## src/rtl/mem_arbiter_pkg.sv

```systemverilog
// mem_arbiter_pkg: shared constants for the memory-side blocks.
//   - ISA opcode / funct3 constants used by the fetch and LSU paths
//   - arbiter FSM state and owner encodings
//   - streak counter width (holds MAX_STREAK up to 15)
package mem_arbiter_pkg;

  localparam int unsigned FUNCT3_W  = 3;
  localparam int unsigned OPCODE_W  = 7;

  localparam logic [OPCODE_W-1:0] OPC_LOAD  = 7'b0000011;
  localparam logic [OPCODE_W-1:0] OPC_STORE = 7'b0100011;

  localparam logic [FUNCT3_W-1:0] FUNCT3_LB = 3'b000;
  localparam logic [FUNCT3_W-1:0] FUNCT3_LH = 3'b001;
  localparam logic [FUNCT3_W-1:0] FUNCT3_LW = 3'b010;

  localparam int unsigned STREAK_W = 4;

  typedef enum logic {
    ARB_IDLE = 1'b0,
    ARB_WAIT = 1'b1
  } arb_state_e;

  typedef enum logic {
    OWNER_FETCH = 1'b0,
    OWNER_DATA  = 1'b1
  } arb_owner_e;

endpackage

```

## src/rtl/mem_arbiter_streak.sv

```systemverilog
// arb_streak_counter: saturating counter of consecutive contended data grants.
// Ports:
//   clk_i   clock
//   rst_ni  asynchronous active-low reset (count -> 0)
//   inc_i   increment, saturating at MAX
//   clr_i   clear to 0 (priority over inc_i)
//   sat_o   count has reached MAX
module arb_streak_counter
  import mem_arbiter_pkg::*;
#(
  parameter int unsigned MAX = 4
) (
  input  logic clk_i,
  input  logic rst_ni,
  input  logic inc_i,
  input  logic clr_i,
  output logic sat_o
);

  localparam logic [STREAK_W-1:0] MaxCnt = STREAK_W'(MAX);

  logic [STREAK_W-1:0] cnt_q, cnt_d;

  always_comb begin
    cnt_d = cnt_q;
    if (clr_i) begin
      cnt_d = '0;
    end else if (inc_i && (cnt_q != MaxCnt)) begin
      cnt_d = cnt_q + STREAK_W'(1);
    end
  end

  always_ff @(posedge clk_i or negedge rst_ni) begin
    if (!rst_ni) begin
      cnt_q <= '0;
    end else begin
      cnt_q <= cnt_d;
    end
  end

  assign sat_o = (cnt_q == MaxCnt);

endmodule

```

## src/rtl/mem_arbiter.sv

```systemverilog
// mem_arbiter: two-master (fetch, data) arbiter onto one shared memory port,
// at most one transaction outstanding.
// Ports:
//   clk, rst                     clock, async active-low reset
//   if_req_i/if_addr_i           fetch read request (held until granted)
//   if_gnt_o/if_rvalid_o/if_rdata_o  fetch grant, response pulse, data
//   d_req_i/d_we_i/d_addr_i/d_wdata_i/d_funct3_i  data request
//   d_gnt_o/d_rvalid_o/d_rdata_o data grant, response/store-ack pulse, data
//   mem_req_o/mem_we_o/mem_addr_o/mem_wdata_o/mem_funct3_o  to memory
//   mem_rvalid_i/mem_rdata_i     memory completion
//   busy_o                       transaction outstanding
module mem_arbiter
  import mem_arbiter_pkg::*;
#(
  parameter int unsigned AWIDTH     = 32,
  parameter int unsigned DWIDTH     = 32,
  parameter int unsigned MAX_STREAK = 4
) (
  input  logic                clk,
  input  logic                rst,
  input  logic                if_req_i,
  input  logic [AWIDTH-1:0]   if_addr_i,
  output logic                if_gnt_o,
  output logic                if_rvalid_o,
  output logic [DWIDTH-1:0]   if_rdata_o,
  input  logic                d_req_i,
  input  logic                d_we_i,
  input  logic [AWIDTH-1:0]   d_addr_i,
  input  logic [DWIDTH-1:0]   d_wdata_i,
  input  logic [FUNCT3_W-1:0] d_funct3_i,
  output logic                d_gnt_o,
  output logic                d_rvalid_o,
  output logic [DWIDTH-1:0]   d_rdata_o,
  output logic                mem_req_o,
  output logic                mem_we_o,
  output logic [AWIDTH-1:0]   mem_addr_o,
  output logic [DWIDTH-1:0]   mem_wdata_o,
  output logic [FUNCT3_W-1:0] mem_funct3_o,
  input  logic                mem_rvalid_i,
  input  logic [DWIDTH-1:0]   mem_rdata_i,
  output logic                busy_o
);

  arb_state_e state_q, state_d;
  arb_owner_e owner_q, owner_d;

  logic streak_sat;
  logic streak_inc;
  logic streak_clr;
  logic fetch_wins;

  arb_streak_counter #(
    .MAX (MAX_STREAK)
  ) u_streak (
    .clk_i  (clk),
    .rst_ni (rst),
    .inc_i  (streak_inc),
    .clr_i  (streak_clr),
    .sat_o  (streak_sat)
  );

  always_ff @(posedge clk or negedge rst) begin
    if (!rst) begin
      state_q <= ARB_IDLE;
      owner_q <= OWNER_FETCH;
    end else begin
      state_q <= state_d;
      owner_q <= owner_d;
    end
  end

  always_comb begin
    state_d      = state_q;
    owner_d      = owner_q;
    if_gnt_o     = 1'b0;
    d_gnt_o      = 1'b0;
    mem_req_o    = 1'b0;
    mem_we_o     = 1'b0;
    mem_addr_o   = '0;
    mem_wdata_o  = '0;
    mem_funct3_o = '0;
    if_rvalid_o  = 1'b0;
    if_rdata_o   = '0;
    d_rvalid_o   = 1'b0;
    d_rdata_o    = '0;
    streak_inc   = 1'b0;
    streak_clr   = 1'b0;
    // Data has priority unless it has starved fetch for MAX_STREAK grants.
    fetch_wins   = if_req_i && (!d_req_i || streak_sat);

    // Grants are combinational from the request inputs, so reset must gate
    // them explicitly to keep every output low while rst is asserted.
    if (rst) begin
      case (state_q)
        ARB_IDLE: begin
          if (if_req_i || d_req_i) begin
            mem_req_o = 1'b1;
            state_d   = ARB_WAIT;
            if (fetch_wins) begin
              if_gnt_o     = 1'b1;
              owner_d      = OWNER_FETCH;
              mem_addr_o   = if_addr_i;
              mem_funct3_o = FUNCT3_LW;
              streak_clr   = 1'b1;
            end else begin
              d_gnt_o      = 1'b1;
              owner_d      = OWNER_DATA;
              mem_we_o     = d_we_i;
              mem_addr_o   = d_addr_i;
              mem_wdata_o  = d_wdata_i;
              mem_funct3_o = d_funct3_i;
              // Only grants that pass over a waiting fetch count as a streak.
              streak_inc   = if_req_i;
            end
          end
        end
        ARB_WAIT: begin
          if (mem_rvalid_i) begin
            state_d = ARB_IDLE;
            if (owner_q == OWNER_FETCH) begin
              if_rvalid_o = 1'b1;
              if_rdata_o  = mem_rdata_i;
            end else begin
              d_rvalid_o  = 1'b1;
              d_rdata_o   = mem_rdata_i;
            end
          end
        end
        default: state_d = ARB_IDLE;
      endcase
    end
  end

  assign busy_o = (state_q == ARB_WAIT);

endmodule

```

## config.mk

```make
export PLATFORM = sky130hd
export DESIGN_NAME = mem_arbiter
export DESIGN_NICKNAME = d
export VERILOG_FILES = /design/src/rtl/mem_arbiter_pkg.sv /design/src/rtl/mem_arbiter_streak.sv /design/src/rtl/mem_arbiter.sv
export SDC_FILE = /design/constraint.sdc
export NUM_CORES = 1
export LEC_CHECK = 0
export ABC_CLOCK_PERIOD_IN_PS = 4500
export CORE_AREA = 5 5 103 105
export CTS_CLUSTER_DIAMETER = 80
export DETAILED_ROUTE_END_ITERATION = 8
export DIE_AREA = 0 0 108 110
export PLACE_DENSITY_LB_ADDON = 0.12
export SLEW_MARGIN = 25
export SYNTH_ARGS = -nofsm -noshare
export SYNTH_HDL_FRONTEND = slang
export SYNTH_SLANG_ARGS = --single-unit
```

## constraint.sdc

```tcl
create_clock -name clk -period 4.5 [get_ports clk]
set_input_delay 0.675 -clock clk [delete_from_list [all_inputs] [get_ports clk]]
set_output_delay 0.675 -clock clk [all_outputs]
set_load 0.1 [all_outputs]
```

==> results.json <==
{
  "post_drt_wl_per_cell_um": 15.3,
  "yosysSeqAreaShare_pct": 9.44,
  "clockBufferDepth": 2,
  "dp_slack_ns": 0.949,
  "ctsHoldBuffers": 0,
  "htreeDepth": 1,
  "dieArea_mm2": 0.0119,
  "row_count": 36,
  "worst_pin_slew_ns": 1.01,
  "io_buffers": 274,
  "drc": 0,
  "grt_max_degree": 51,
  "r2r_slack_ns": 2.65,
  "powerDensity_mw_per_mm2": 251,
  "globalplace.congestion": 0.810,
  "hold_viol": 0,
  "worstPathRequired_ns": 3.83,
  "ys_ff_latch": 6,
  "peakVddDrop_mv": 0.123,
  "die_h_um": 110,
  "start_kind": "primary input",
  "clk_pin_slew_ns": 0.03,
  "dieWidth_um": 108,
  "worst-path-max-fanout": 50,
  "cts_tree": "built",
  "maxSlewHeadroom_pct": 32.5,
  "syn-cell-area_mm2": 0.00159,
  "syn_nets": 401,
  "maxSlewViolCount": 0,
  "wl_um": 10000,
  "end_kind": "output port",
  "cellLeakagePower_nw": 2.12,
  "synth.area.top_cells": "and2_1 (39%), nand2_1 (16%), o22ai_1 (13%)",
  "synth_top_area_cell": "and2_1",
  "fin_crit_ns": 3.55,
  "grt_usage_pct": 15.2,
  "synth_top_area_share_pct": 38.9,
  "vias": 2800,
  "timing.final.crit_share_pct": 78.9,
  "syn_inst": 262,
  "finClkSkew_ns": 0.00232,
  "grt_antenna_before_repair": 0,
  "timing.rr.start": "busy_o",
  "fin_nets": 664,
  "setup_ws_ns": 0.951,
  "nFillCells": 911,
  "grt_overflow": 0,
  "drtAntennaViolNets": 0,
  "fmax_ghz": 0.282,
  "cts-root-buf": "clkbuf_8",
  "outcome": "completed",
  "synth.distinct_cells": 28,
  "drv_cap": 0,
  "post_cts_buffers": 0,
  "grt_setup_unrepaired": "false",
  "pin_count": 275,
  "area_growth_pct": 213,
  "clk_latency_ns": 0.22,
  "drt-pass1-iter-count": 4,
  "antenna_cells": 0,
  "dpl.hpwl_um": 8670,
  "crit_start": "rst",
  "ctsResizeCount": 0,
  "synth_warnings": 0,
  "via_per_inst": 4.27,
  "grt_pass1_vias": 2861,
  "start_util_pct": 16.7,
  "avgSynthCellArea_um2": 6.07,
  "cp_data_arrival_time_ns": 2.87,
  "setup_viol": 0,
  "hp-class": "reg -> reg",
  "power_mw": 1.25,
  "tns_ns": 0,
  "core-area_mm2": 0.00955,
  "cts_made_buffers": 3,
  "hp-start": "owner_q",
  "cts.sinks": 6,
  "first_iter_violations": 96,
  "critPathKind": "in -> out",
  "drive_above_1_share_pct": 28.9,
  "grt_first_pass_wirelength_um": 14400
}
## power by group
part           total, mW  leakage (nW)  switching [mW]  internal, mW
Clock             0.0781        0.0216          0.0208        0.0572
Sequential        0.0882        0.0776          0.0184        0.0698
Combinational       1.08          2.02           0.729         0.353
## cells in the final DEF, fill, tap and decap left out, types with 3 or more instances in the layout
cell / n
o22ai_1: 33
inv_1: 7
clkdlybuf4s50_1: 137
buf_4: 75
buf_12: 68
nand2_1: 69
dfrtp_1: 6
clkbuf_8: 3
and2_1: 99
## Yosys cell counts
library cell / count
ha_1: 2
o21ai_0: 2
nand3b_1: 1
dfrtp_1: 6
and4b_4: 1
nand2_1: 69
a21oi_1: 2
clkbuf_1: 8
buf_2: 11
or3_1: 2
nand2b_1: 2
nor2_1: 1
o21ai_2: 1
and3b_1: 1
buf_6: 3
and2_1: 99
and2b_1: 1
nor3b_4: 1
o311ai_0: 1
o41ai_1: 1
o2bb2ai_1: 1
nor3b_2: 1
nor2b_1: 1
o22ai_1: 33
a21o_1: 1
and4_1: 1
nand3_1: 2
inv_1: 7
## metrics by stage
step / hold WS (ns) / instances / util (%) / area (um2)
4_1_cts: 0.519 / 656 / 52.1 / 4980
3_5_place_dp: 0.512 / 653 / 51.7 / 4930
2_1_floorplan: 0.379 / 262 / - / 1590
3_3_place_gp: 0.498 / 653 / 51.7 / 4930
5_1_grt: 0.536 / 656 / 52.1 / 4980
6_report: 0.513 / 656 / 52.1 / 4980
## path summary, 6_finish.rpt
check                                    endpoint  cells past startpoint
worst max register to register  u_streak.cnt_q[2]                      4
min in group asynchronous                  busy_o                      1
max in group asynchronous                 owner_q                      1
worst min register to register            owner_q                      1
worst min-delay path                      owner_q                      1
worst max-delay path                mem_addr_o[6]                      6
## state kept, by name, summed over array words and instances (netlist names)
signal and cells:
owner_q 1, u_streak.cnt_q 4, busy_o 1
## logic make-up (layout without fill, tap and decap cells)
family	Yosys count	count (layout)	synth area share, %
AND/OR/NAND/NOR	183	183	62.9
AO/OA/AOI/OAI	42	42	16.9
buffers and inverters	29	290	9.13
flip-flops	6	6	9.44
adder cells (fa/ha/maj)	2	2	1.57
## layout make-up
class                      count  area, um2  area share [%]
multi-input combinational    227       1300            26.0
sequential                     6        150            3.02
clock buffer                   3       41.3           0.830
inverter                       7       26.3           0.528
timing repair buffer         280       3300            66.2
tap                          133        166            3.34
## worst max-delay path, cell delays in order
cell	delay, ns
clkdlybuf4s50_1	0.68
and2b_2	0.42
buf_4	0.47
nand2_1	0.11
o22ai_1	0.18
buf_4	0.32
## layer usage
layer	vias up	share of wire (%)	global-route usage, %
li1	1378	-	-
met1	1254	35	16.0
met2	154	54	29.9
met3	14	8.9	4.25
met4	0	2.2	3.70
met5	-	0	0
No activity file was read; power rests on OpenSTA's default activity.
